### src/rtl/spi_slave_pkg.sv
// Shared constants and byte type for the SPI slave and its synchronizers.
package spi_slave_pkg;

    localparam int BITS_PER_BYTE = 8;
    localparam int SPI_BIT_CNT_W = 3;
    localparam logic [SPI_BIT_CNT_W-1:0] LAST_BIT = SPI_BIT_CNT_W'(BITS_PER_BYTE - 1);

    typedef logic [BITS_PER_BYTE-1:0] spi_byte_t;

endpackage

### src/rtl/spi_sync.sv
// Multi-flop synchronizer for one asynchronous SPI pin, with a configurable idle (reset) level.
module spi_sync
    import spi_slave_pkg::*;
#(
    parameter int   STAGES    = 2,
    parameter logic RESET_VAL = 1'b0
) (
    input  logic i_Clk,
    input  logic i_Rst,
    input  logic i_Async,
    output logic o_Sync
);

    logic [STAGES-1:0] r_sync;

    always_ff @(posedge i_Clk) begin
        if (i_Rst) begin
            r_sync <= {STAGES{RESET_VAL}};
        end else begin
            r_sync <= {r_sync[STAGES-2:0], i_Async};
        end
    end

    assign o_Sync = r_sync[STAGES-1];

endmodule

### src/rtl/spi_slave.sv
// Byte-oriented SPI mode-0 slave, oversampled in the i_Clk domain.
// Define SPI_MISO_TRISTATE_EN to float o_SPI_MISO while chip select is inactive.
module spi_slave
    import spi_slave_pkg::*;
#(
    parameter int SYNC_STAGES = 2
) (
    input  logic                     i_Clk,
    input  logic                     i_Rst,
    output logic                     o_RX_DV,
    output logic [BITS_PER_BYTE-1:0] o_RX_Byte,
    input  logic                     i_TX_DV,
    input  logic [BITS_PER_BYTE-1:0] i_TX_Byte,
    input  logic                     i_SPI_Clk,
    output logic                     o_SPI_MISO,
    input  logic                     i_SPI_MOSI,
    input  logic                     i_SPI_CS_n
);

    logic w_sclk;
    logic w_csn;
    logic w_mosi;

    logic r_sclkPrev;
    logic r_csnPrev;
    logic r_sclkRise;
    logic r_sclkFall;
    logic r_csFall;

    logic [SPI_BIT_CNT_W-1:0] r_bitCnt;
    spi_byte_t                r_rxShift;
    spi_byte_t                w_rxNext;

    spi_byte_t r_staging;
    spi_byte_t r_txShift;
    spi_byte_t w_txNext;
    logic      r_txArmed;
    logic      w_byteEnd;
    logic      w_byteStart;
    logic      w_lateLoad;

    spi_sync #(.STAGES(SYNC_STAGES), .RESET_VAL(1'b0)) u_syncSclk (
        .i_Clk(i_Clk), .i_Rst(i_Rst), .i_Async(i_SPI_Clk), .o_Sync(w_sclk)
    );
    spi_sync #(.STAGES(SYNC_STAGES), .RESET_VAL(1'b1)) u_syncCsn (
        .i_Clk(i_Clk), .i_Rst(i_Rst), .i_Async(i_SPI_CS_n), .o_Sync(w_csn)
    );
    spi_sync #(.STAGES(SYNC_STAGES), .RESET_VAL(1'b0)) u_syncMosi (
        .i_Clk(i_Clk), .i_Rst(i_Rst), .i_Async(i_SPI_MOSI), .o_Sync(w_mosi)
    );

    // Edge strobes are registered, so every SCLK/CS_n action lands SYNC_STAGES+1 cycles after the pin.
    always_ff @(posedge i_Clk) begin
        if (i_Rst) begin
            r_sclkPrev <= 1'b0;
            r_csnPrev  <= 1'b1;
            r_sclkRise <= 1'b0;
            r_sclkFall <= 1'b0;
            r_csFall   <= 1'b0;
        end else begin
            r_sclkPrev <= w_sclk;
            r_csnPrev  <= w_csn;
            r_sclkRise <= w_sclk & ~r_sclkPrev & ~w_csn;
            r_sclkFall <= ~w_sclk & r_sclkPrev & ~w_csn;
            r_csFall   <= ~w_csn & r_csnPrev;
        end
    end

    assign w_rxNext = {r_rxShift[BITS_PER_BYTE-2:0], w_mosi};

    always_ff @(posedge i_Clk) begin
        if (i_Rst) begin
            r_bitCnt  <= '0;
            r_rxShift <= '0;
            o_RX_DV   <= 1'b0;
            o_RX_Byte <= '0;
        end else begin
            o_RX_DV <= 1'b0;
            if (w_csn) begin
                r_bitCnt <= '0;
            end else if (r_sclkRise) begin
                r_rxShift <= w_rxNext;
                r_bitCnt  <= r_bitCnt + SPI_BIT_CNT_W'(1);
                if (r_bitCnt == LAST_BIT) begin
                    o_RX_Byte <= w_rxNext;
                    o_RX_DV   <= 1'b1;
                end
            end
        end
    end

    // A load arriving just after a back-to-back byte boundary, before the first SCLK fall,
    // still replaces the byte that is about to go out.
    assign w_byteEnd   = r_sclkRise && !w_csn && (r_bitCnt == LAST_BIT);
    assign w_byteStart = r_csFall || w_byteEnd;
    assign w_lateLoad  = i_TX_DV && r_txArmed && !w_csn;
    assign w_txNext    = i_TX_DV ? i_TX_Byte : r_staging;

    always_ff @(posedge i_Clk) begin
        if (i_Rst) begin
            r_staging <= '0;
            r_txShift <= '0;
            r_txArmed <= 1'b0;
        end else begin
            if (i_TX_DV) begin
                r_staging <= i_TX_Byte;
            end
            if (w_byteStart || w_lateLoad) begin
                r_txShift <= w_txNext;
            end else if (r_sclkFall && (r_bitCnt != '0)) begin
                r_txShift <= {r_txShift[BITS_PER_BYTE-2:0], 1'b0};
            end
            if (w_byteEnd) begin
                r_txArmed <= 1'b1;
            end else if (r_sclkFall || w_csn) begin
                r_txArmed <= 1'b0;
            end
        end
    end

`ifdef SPI_MISO_TRISTATE_EN
    assign o_SPI_MISO = (i_Rst || w_csn) ? 1'bz : r_txShift[BITS_PER_BYTE-1];
`else
    assign o_SPI_MISO = (i_Rst || w_csn) ? 1'b1 : r_txShift[BITS_PER_BYTE-1];
`endif

endmodule

### config.mk
export PLATFORM = sky130hd
export DESIGN_NAME = spi_slave
export DESIGN_NICKNAME = d
export VERILOG_FILES = /design/src/rtl/spi_slave_pkg.sv /design/src/rtl/spi_sync.sv /design/src/rtl/spi_slave.sv
export SDC_FILE = /design/constraint.sdc
export NUM_CORES = 1
export LEC_CHECK = 0
export ABC_AREA = 1
export BUFFER_PORTS_ARGS = -buffer_cell sky130_fd_sc_hd__clkbuf_2
export CORE_MARGIN = 4
export CORE_UTILIZATION = 25
export CTS_CLUSTER_SIZE = 12
export DETAILED_ROUTE_END_ITERATION = 8
export SYNTH_ARGS = -nofsm -noshare
export SYNTH_HDL_FRONTEND = slang
export SYNTH_HIERARCHICAL = 1
export SYNTH_SLANG_ARGS = --single-unit
### constraint.sdc
create_clock -name i_Clk -period 1.64 [get_ports i_Clk]
set_input_delay 0.164 -clock i_Clk [delete_from_list [all_inputs] [get_ports i_Clk]]
set_output_delay 0.164 -clock i_Clk [all_outputs]
set_load 0.02 [all_outputs]
==> key figures, run 1 <==
Cells and area
  – Sequential standard cell area: roughly 940 sq um
  – Layout cell share with drive strength beyond 1: 0.247
  – Post-layout nets: about 260
  – N_diodes: 0
  – # fillers: roughly 790
  – Final core utilization: 0.300
  – Area Growth Syn to Fin: 16.6%
  – Footprint of the multi-input gates: approximately 800 sq um

Global route
  – Largest net degree at the start of global routing: 20
  – Grt ovf: 0
  – Vias in the first global route: about 1400
  – First-pass GRT wire length: between 6 and 7 mm
  – GR Util All Layers: 0.0903
  – Initial antenna violation count: 0

Logic synthesis
  – Mean post-synth cell area: between 8 and 9 sq um
  – Syn nets: between 200 and 250
  – Warnings from Yosys: 6
  – Flops & latches, synth: 47
  – Top cells by area, synth: dfxtp_1, nand2_1, nand3_1
  – Synth Cell Area: between 1500 and 2000 sq um
  – Post-synth cell types: 27
  – Post-synth top area share: 0.504
  – Seq/Total Area, Yosys: 0.504
  – Mapped Cells: between 200 and 250
  – Synth area leader: dfxtp_1

Routing
  – Via density per instance: around 4.2
  – Routed WL: 3.62 mm
  – Wire per inst: roughly 10 um
  – Vias: between 1000 and 1500
  – DRT antenna net count: 0
  – 1st-iter DRT viols: 28
  – First-pass DRT Iterations: 4
  – DR DRC count: 0

Floorplanning
  – Die area: 8920 sq um
  – Cell row count: 31
  – Starting Density: 0.258
  – Die Y: ~94 um
  – Core Box Area: 7250 sq um
  – Die width: about 94 um
  – IO Pins: 24

Critical path
  – Crit-path max FO: 4
  – Worst Path Required: 1480 ps
  – Crit path arrival time: approximately 1400 ps
  – Crit end category: primary output
  – Critical Path Start Type: flop
  – Critical path type: flop to primary output

Job
  – Max-cap violations: 0

Timing
  – Fin. Hold Viols: 0
  – Setup violations, final: 0
  – Fin crit share: 0.924
  – Final setup TNS: 0 ps
  – Min Clock Period, post-route: 1510 ps
  – Layout Skew: a little under 7 ps
  – Fmax: 660 MHz
  – RSZ-0062 raised after global routing: no
  – Worst-Margin Slew: roughly 360 ps
  – Fin. max-slew vios: 0
  – Worst slew margin: 0.758

Pwr
  – Net Sw Frac: 0.230
  – Worst vdd ir: about 340 uV
  – Internal Power: 0.00151 W
  – Net Switching: 0.000451 W
  – Lkg Pwr: approximately 0.89 nW
  – Sequential power share: 0.600
  – Part of the power in the clock network: 0.342
  – PD cells: approximately 900 nW/um^2
  – Logic pwr share: 0.058

Clock tree
  – Worst-Skew Late Latency: just under 300 ps
  – Post-CTS Setup Bufs: 0
  – Total number of H-tree levels: 2
  – Reg clk slew, reported paths: around 80 ps
  – Clock Path Buffers: 2
  – TritonCTS clock tree: done
  – Root buffer cell: clkbuf_8
  – Cts bufs inserted: 5
  – CTS sink count: 47

Placed design
  – I/O Buffers: 23
  – Routability cong.: 0.768
  – Dpl hpwl: 2.61 mm

Run status
  – Run status: completed

Hold path
  – Hold crit path type: input pin to flop
[through the flow]
stage          cells  area [sq um]  hold WS (ps)  setup WS (ps)  total power, W
6_report         346          2180          45.1            125         0.00196
5_1_grt          346          2180          52.4           16.5         0.00205
4_1_cts          346          2170          34.9           32.7         0.00200
3_5_place_dp     338          2090           350           87.9         0.00132
3_3_place_gp     338          2090           344            174         0.00132
2_1_floorplan    219          1870           235            275         0.00128
[worst paths after layout]
kind / from / endpoint / slack, ps / cells after the start
worst max-delay path: u_syncCsn/r_sync[1] / o_SPI_MISO / 130 / 4
worst min-delay path: i_SPI_CS_n / u_syncCsn/r_sync[0] / 50 / 3
worst max register to register: r_bitCnt[0] / r_txShift[5] / 130 / 6
worst min register to register: u_syncMosi/r_sync[0] / u_syncMosi/r_sync[1] / 400 / 2
[critical path, stage by stage (launching register included)]
cell and delay (ps):
dfxtp_1 350, nor2_2 170, inv_1 100, or2_2 280
clkbuf_2 160
[power by group through the flow]
| stage | Clock (W) | Combinational, W | Sequential [W] |
|---|---|---|---|
| finish | 0.000671 | 0.000114 | 0.00118 |
| global route | 0.000734 | 0.000133 | 0.00118 |
| CTS | 0.000706 | 0.000116 | 0.00118 |
| detailed placement | 0 | 0.000116 | 0.00121 |
| global placement | 0 | 0.000114 | 0.00121 |
| floorplan | 0 | 0.0000804 | 0.00120 |
[state kept, by name, summed over array words and instances, names as in the netlist]
register	flops
r_sclkRise	1
o_RX_DV	1
r_rxShift	7
o_RX_Byte	8
r_csnPrev	1
u_syncSclk/r_sync	2
r_staging	8
r_csFall	1
r_bitCnt	3
r_sclkPrev	1
r_txShift	8
r_txArmed	1
u_syncCsn/r_sync	2
u_syncMosi/r_sync	2
r_sclkFall	1
[cell usage in the layout (no fill, tap or decap), types with 5 or more instances in the layout]
master / instances
a21oi_1: 15
buf_4: 5
clkbuf_2: 23
clkbuf_8: 5
dfxtp_1: 47
inv_1: 20
nand2_1: 28
nand3_1: 19
nand4_1: 8
nor2_1: 20
o21ai_0: 16
[kinds of logic after synthesis]
group / count (synthesis) / synth area share
AO/OA/AOI/OAI: 42 / 0.131
adder cells (fa/ha/maj): 3 / 0.0201
buffers and inverters: 32 / 0.0810
flip-flops: 47 / 0.504
AND/OR/NAND/NOR: 95 / 0.265
[cell type report]
| class | count | area share |
|---|---|---|
| clock inverter | 2 | 0.00574 |
| multi-input combinational | 140 | 0.357 |
| inverter | 23 | 0.0396 |
| sequential | 47 | 0.432 |
| clock buffer | 6 | 0.0333 |
| timing repair buffer | 29 | 0.0752 |
| tap | 99 | 0.0569 |
[routing by layer]
| metal | vias to the layer above | share of wire | track usage |
|---|---|---|---|
| met5 | - | 0 | 0 |
| met4 | 0 | 0.017 | 0.0361 |
| met3 | 5 | 0.029 | 0.0215 |
| met2 | 20 | 0.45 | 0.147 |
| met1 | 650 | 0.51 | 0.115 |
| li1 | 773 | - | - |
[synthesized netlist by cell type (all sizes together)]
cell    count
dfxtp      47
nand2      29
nand3      25
nor2       24
inv        23
o21ai      20
a21oi      19
nand4       8
or2         8
buf         6
clkbuf      3
ha          3
a211oi      2
nor3        1
o31ai       1
[timing repair]
action	4_1_cts	5_1_grt
resized for setup	0	2
setup endpoints to repair	0	6
hold buffers	0	0
(Power assumes the default switching activity.)
==> run 2: changes to the inputs <==
- SETUP_SLACK_MARGIN: unset -> 0.05
- clock period: 1.64 -> 1.4 ns (I/O delays scaled with it)
==> run 2 against run 1 <==
Against the previous run: total power is 27% higher; clock-buffer cell count unchanged; largest power group unchanged; critical endpoint is now r_txShift[7]; die area unchanged; combinational power is 28% higher; final cell count is 2.6% higher; worst setup slack worse by 74 ps; sequential share of layout area is 3.6 points lower.
==> key figures, run 2 (same netlist as run 1, synthesis figures left out) <==
Run status
  – Run status: completed (unchanged)

Pwr
  – Part of the power in the clock network: 0.386 (was 0.342)
  – Lkg Pwr: 0.977 nW (was 0.893 nW)
  – PD cells: 1040 nW/um^2 (was 902 nW/um^2)
  – Logic pwr share: 0.059 (was 0.058)
  – Net Sw Frac: 0.215 (was 0.230)
  – Sequential power share: 0.555 (was 0.600)
  – Internal Power: 0.00195 W (was 0.00151 W)
  – Net Switching: 0.000535 W (was 0.000451 W)
  – Worst vdd ir: 477 uV (was 342 uV)

Cells and area
  – Final core utilization: 0.329 (was 0.300)
  – Layout cell share with drive strength beyond 1: 0.320 (was 0.247)
  – Post-route cell area: 2390 sq um (was 2180 sq um)
  – Sequential standard cell area: 947 sq um (was 941 sq um)
  – N_diodes: 0 (unchanged)
  – Footprint of the multi-input gates: 832 sq um (was 778 sq um)
  – Most frequent cells in the layout: dfxtp_1, nand2_1, clkbuf_2 (unchanged)
  – # fillers: 779 (was 791)
  – Most common cell after layout, fill and taps aside: dfxtp_1 (unchanged)
  – Post-layout nets: 273 (was 263)
  – Area Growth Syn to Fin: 27.9% (was 16.6%)
  – Largest regs: o_RX_Byte: 8 flops, r_staging: 8 flops, r_txShift: 8 flops (unchanged)

Clock tree
  – CTS sink count: 47 (unchanged)
  – TritonCTS clock tree: done (unchanged)
  – Root buffer cell: clkbuf_8 (unchanged)
  – Clock Path Buffers: 2 (unchanged)
  – Worst-Skew Late Latency: 300 ps (was 290 ps)
  – Total number of H-tree levels: 2 (unchanged)
  – Cts bufs inserted: 5 (unchanged)
  – Reg clk slew, reported paths: 80 ps (about the same)

Critical path
  – Crit end category: flop (was primary output)
  – Worst Path Required: 1630 ps (was 1480 ps)
  – Critical path type: flop to flop (was flop to primary output)
  – Crit-path max FO: 7 (was 4)
  – Critical Path Start Type: flop (unchanged)
  – Worst R2R Setup Slack: 50 ps (was 130 ps)
  – Crit path arrival time: 1580 ps (was 1350 ps)

Global route
  – Initial antenna violation count: 0 (unchanged)
  – Vias in the first global route: 1498 (was 1401)
  – First-pass GRT wire length: 6.87 mm (was 6.36 mm)
  – GR Util All Layers: 0.0972 (was 0.0903)
  – Grt ovf: 0 (unchanged)
  – Largest net degree at the start of global routing: 19 (was 20)

Timing
  – Setup violations, final: 0 (unchanged)
  – RSZ-0062 raised after global routing: yes (was no)
  – Fin crit share: 0.964
  – Min Clock Period, post-route: between 1000 and 1500 ps
  – Worst-Margin Slew: 415 ps (was 362 ps)
  – Layout Skew: 12.3 ps (was 6.94 ps)
  – Worst slew margin: 0.723 (was 0.758)
  – Fin. max-slew vios: 0 (unchanged)
  – Fmax: between 700 and 800 MHz
  – Fin. Hold Viols: 0 (unchanged)

Routing
  – Wire per inst: 11.3 um (was 10.4 um)
  – First-pass DRT Iterations: 4 (unchanged)
  – 1st-iter DRT viols: 37 (was 28)
  – DRT antenna net count: 0 (unchanged)
  – DR DRC count: 0 (unchanged)
  – Routed WL: 4.01 mm (was 3.62 mm)
  – Vias: 1527 (was 1448)
  – Via density per instance: 4.30 (was 4.18)

Job
  – Max-cap violations: 0 (unchanged)

Placed design
  – Dpl hpwl: 2.67 mm (was 2.61 mm)
  – Dpl cell area: 2120 sq um (was 2090 sq um)
  – Routability cong.: 0.749 (was 0.768)
  – I/O Buffers: 23 (unchanged)

Floorplanning
  – Cell row count: 31 (unchanged)
  – Die width: 94.4 um (unchanged)
  – IO Pins: 24 (unchanged)
  – Die Y: 94.4 um (unchanged)
  – Core Box Area: 7250 sq um (unchanged)
  – Die area: 8920 sq um (unchanged)
  – Starting Density: 0.258 (unchanged)

Hold path
  – Hold crit path type: input pin to flop (unchanged)
[run 2: changes by cell type in the layout (fill, tap and decap cells not counted), sizes merged]
cell,delta
clkinvlp,-1
clkinv,-1
bufinv,+1
buf,+11
clkbuf,-1
[run 2: path summary, 6_finish.rpt]
kind                         from                    to  cells after the start
min                    i_SPI_CS_n   u_syncCsn/r_sync[0]                      3
max reg2reg           r_bitCnt[0]          r_txShift[7]                      8
min reg2reg  u_syncMosi/r_sync[0]  u_syncMosi/r_sync[1]                      2
max                   r_bitCnt[0]          r_txShift[7]                      8
[run 2: stage by stage]
step | hold WS (ps) | setup TNS, ps | total power (W) | worst slack (ps) | cells
6_report | 22.0 | 0 | 0.00249 | 51.0 | 355
3_3_place_gp | 325 | 0 | 0.00155 | 86.2 | 341
4_1_cts | 21.8 | 0 | 0.00251 | 66.1 | 355
5_1_grt | 19.7 | -54.6 | 0.00261 | -32.6 | 355
3_5_place_dp | 335 | 0 | 0.00155 | 57.4 | 341
2_1_floorplan | 211 | 0 | 0.00150 | 58.2 | 219
[run 2: layer usage]
layer | GRT usage | wire (um) | vias to the layer above
li1 | - | - | 796
met1 | 0.121 | 1840 | 700
met2 | 0.164 | 1960 | 26
met3 | 0.0247 | 166 | 5
met4 | 0.0325 | 54 | 0
met5 | 0 | 0 | -
[run 2: power groups by stage]
stage	Combinational [W]	Clock (W)	Sequential [W]
global route	0.000168	0.00105	0.00139
CTS	0.000147	0.000984	0.00138
floorplan	0.0000941	0	0.00141
finish	0.000146	0.000961	0.00138
detailed placement	0.000138	0	0.00141
global placement	0.000135	0	0.00141
[run 2: repair_timing]
action                                  in CTS  in global routing
hold buffers                                 0                  0
gates resized for setup                     17                  8
endpoints found under the setup margin       2                 17
setup buffers                                6                  1
pin swaps                                    1                  4
cloned                                       1                  0
endpoints found under the hold margin        0                  0
[run 2: layout make-up]
type                            instances  share of cell area
Timing Repair Buffer                   39               0.124
Tap cell                               99              0.0518
Sequential cell                        47               0.396
Clock buffer                            6              0.0304
Inverter                               23              0.0372
Clock inverter                          1              0.0126
Multi-Input combinational cell        140               0.348
[run 2: critical path, cell delays in order, from the launching register on]
cell	delay [ps]
dfxtp_2	360
ha_4	140
ha_4	130
nand3_4	120
buf_12	160
buf_12	130
nand3_4	70
nand2_2	60
a21oi_2	120
==> run 3: changes to the inputs <==
- CORE_MARGIN: 4 -> unset
- CTS_BUF_LIST: unset -> sky130_fd_sc_hd__clkbuf_8
- SKIP_LAST_GASP: unset -> 1
==> run 3 against run 2 <==
Against the previous run: clock power fell by 18%; total power fell by 6.7%; non-clock buffer count fell by 3; hold slack got worse by 6.1 ps; flip-flop and latch count did not move; critical path depth fell by 4; via count fell by 2.6%; maximum frequency rose by 2.9%; sequential share of layout area rose by 1.1 points; sequential power barely moved; final area fell by 2.7%; utilization fell by 0.88 points; largest power group unchanged.
==> key figures, run 3 (same netlist as run 1, synthesis figures left out) <==
Cells and area
  – Final cell count without fillers: 353 (was 355)
  – N_diodes: 0 (unchanged)
  – Post-layout nets: 270 (was 273)
  – Most frequent cells in the layout: dfxtp_1, nand2_1, clkbuf_2 (unchanged)
  – Post-route cell area: 2330 sq um (was 2390 sq um)
  – Layout cell share with drive strength beyond 1: 0.319 (was 0.320)
  – Area Growth Syn to Fin: 24.5% (was 27.9%)
  – Most common cell after layout, fill and taps aside: dfxtp_1 (unchanged)
  – Largest regs: o_RX_Byte: 8 flops, r_staging: 8 flops, r_txShift: 8 flops (unchanged)

Floorplanning
  – Die width: 88.4 um (was 94.4 um)
  – Core Box Area: 7250 sq um (unchanged)
  – IO Pins: 24 (unchanged)
  – Starting Density: 0.258 (unchanged)
  – Die area: 7820 sq um (was 8920 sq um)
  – Die Y: 88.4 um (was 94.4 um)
  – Cell row count: 31 (unchanged)

Routing
  – 1st-iter DRT viols: 44 (was 37)
  – DR DRC count: 0 (unchanged)
  – Wire per inst: 10.5 um (was 11.3 um)
  – First-pass DRT Iterations: 4 (unchanged)
  – Vias: 1488 (was 1527)
  – Routed WL: 3.72 mm (was 4.01 mm)
  – DRT antenna net count: 0 (unchanged)
  – Via density per instance: 4.22 (was 4.30)

Timing
  – Final setup TNS: 0 ps (unchanged)
  – RSZ-0062 raised after global routing: yes (unchanged)
  – Fmax: 763 MHz (was 741 MHz)
  – Min Clock Period, post-route: 1310 ps (was 1350 ps)
  – Fin. Hold Viols: 0 (unchanged)
  – Setup violations, final: 0 (unchanged)
  – Fin crit share: 0.937 (was 0.964)
  – Fin. max-slew vios: 0 (unchanged)
  – Final WS setup: 88.8 ps (was 51.0 ps)
  – Worst-Margin Slew: 367 ps (was 415 ps)
  – Layout Skew: 12.0 ps (was 12.3 ps)
  – Worst slew margin: 0.755 (was 0.723)

Global route
  – Vias in the first global route: 1446 (was 1498)
  – Initial antenna violation count: 0 (unchanged)
  – First-pass GRT wire length: 6.32 mm (was 6.87 mm)
  – Grt ovf: 0 (unchanged)
  – GR Util All Layers: 0.106 (was 0.0972)
  – Largest net degree at the start of global routing: 16 (was 19)

Clock tree
  – TritonCTS clock tree: done (unchanged)
  – Clock Path Buffers: 2 (unchanged)
  – CTS sink count: 47 (unchanged)
  – Total number of H-tree levels: 2 (unchanged)
  – Root buffer cell: clkbuf_8 (unchanged)
  – Post-cts hold buffer count: 0 (unchanged)
  – Worst-Skew Late Latency: 300 ps (about the same)
  – Reg clk slew, reported paths: 80 ps (about the same)
  – Cts bufs inserted: 5 (unchanged)

Critical path
  – Worst r2r src: r_bitCnt[0] (unchanged)
  – Worst R2R Setup Slack: 120 ps (was 50 ps)
  – Worst Path Required: 1260 ps (was 1630 ps)
  – Crit-path max FO: 4 (was 7)
  – Critical Path Start Type: flop (unchanged)
  – Critical path type: flop to primary output (was flop to flop)
  – Reg2reg path depth: 7 (was 8)
  – R2r endpoint: r_txShift[4] (was r_txShift[7])
  – Crit path arrival time: 1170 ps (was 1580 ps)
  – Crit end category: primary output (was flop)

Placed design
  – Routability cong.: 0.804 (was 0.749)
  – Pre-CTS setup slack: 38.0 ps (was 57.4 ps)
  – Post-Place Cells: 342 (was 341)
  – I/O Buffers: 23 (unchanged)
  – Dpl cell area: 2140 sq um (was 2120 sq um)
  – Dpl hpwl: 2.67 mm (about the same)

Hold path
  – Worst Hold Endpoint: u_syncCsn/r_sync[0] (unchanged)
  – Min-delay src: i_SPI_CS_n (unchanged)
  – Hold crit path type: input pin to flop (unchanged)
  – Worst hold stages: 3 (unchanged)

Run status
  – Run status: completed (unchanged)

Job
  – Max-cap violations: 0 (unchanged)

Pwr
  – Worst vdd ir: 378 uV (was 477 uV)
  – PD cells: 997 nW/um^2 (was 1040 nW/um^2)
  – Total Power: 0.00232 W (was 0.00249 W)
  – Lkg Pwr: 0.946 nW (was 0.977 nW)
[run 3: cell count changes in the layout (fill, tap and decap cells not counted), moves of 2 or more]
cell,previous run,this run
nand2_2,5,7
buf_4,12,10
nand2_1,24,22
inv_1,18,20
buf_12,4,2
[run 3: where the power goes]
part / internal (W) / leakage, nW / switching, W
Sequential: 0.00137 / 0.384 / 0.0000115
Combinational: 0.0000611 / 0.517 / 0.0000869
Clock: 0.000342 / 0.0453 / 0.000450
[run 3: area by class of cell]
class | count | area [sq um]
Clock buffer | 5 | 68.8
Clock inverter | 3 | 16.3
Fill cell | 788 | 4930
Inverter | 23 | 88.8
Multi-Input combinational cell | 140 | 830
Sequential cell | 47 | 947
Tap cell | 99 | 124
Timing Repair Buffer | 36 | 251
[run 3: worst max path at each step]
stage | start | endpoint | slack, ps | depth (start not counted)
2_1_floorplan | r_bitCnt[0] | r_txShift[7] | 60 | 6
4_1_cts | r_bitCnt[0] | r_txShift[4] | 50 | 6
3_3_place_gp | r_bitCnt[0] | r_txShift[5] | 80 | 6
3_5_place_dp | r_bitCnt[0] | r_txShift[4] | 40 | 6
6_report | u_syncCsn/r_sync[1] | o_SPI_MISO | 90 | 4
5_1_grt | r_bitCnt[0] | r_txShift[3] | 10 | 7
[run 3: through the flow]
| stage | hold WS (ps) | util |
|---|---|---|
| after floorplan | 211 | - |
| after global placement | 325 | 0.295 |
| after detailed placement | 330 | 0.295 |
| after CTS | 8.36 | 0.313 |
| after global routing | 11.1 | 0.321 |
| final | 15.9 | 0.321 |
[run 3: critical path, cell delays in order, from the launching register on]
cell and delay, ps:
dfxtp_4 360, nor2_4 90, inv_2 60, or2_4 230, buf_8 130
[run 3: repair_timing]
action	4_1_cts	5_1_grt
resized for setup	10	14
buffers inserted	2	1
endpoints found under the hold margin	0	0
pin swaps	2	4
setup endpoints to repair	7	18
[run 3: metal layers]
metal  track usage  wire, um  vias up
met5             0         0        -
met4        0.0484        72        0
met1         0.124      1740      669
met3        0.0271       153        7
met2         0.180      1760       26
li1              -         -      786
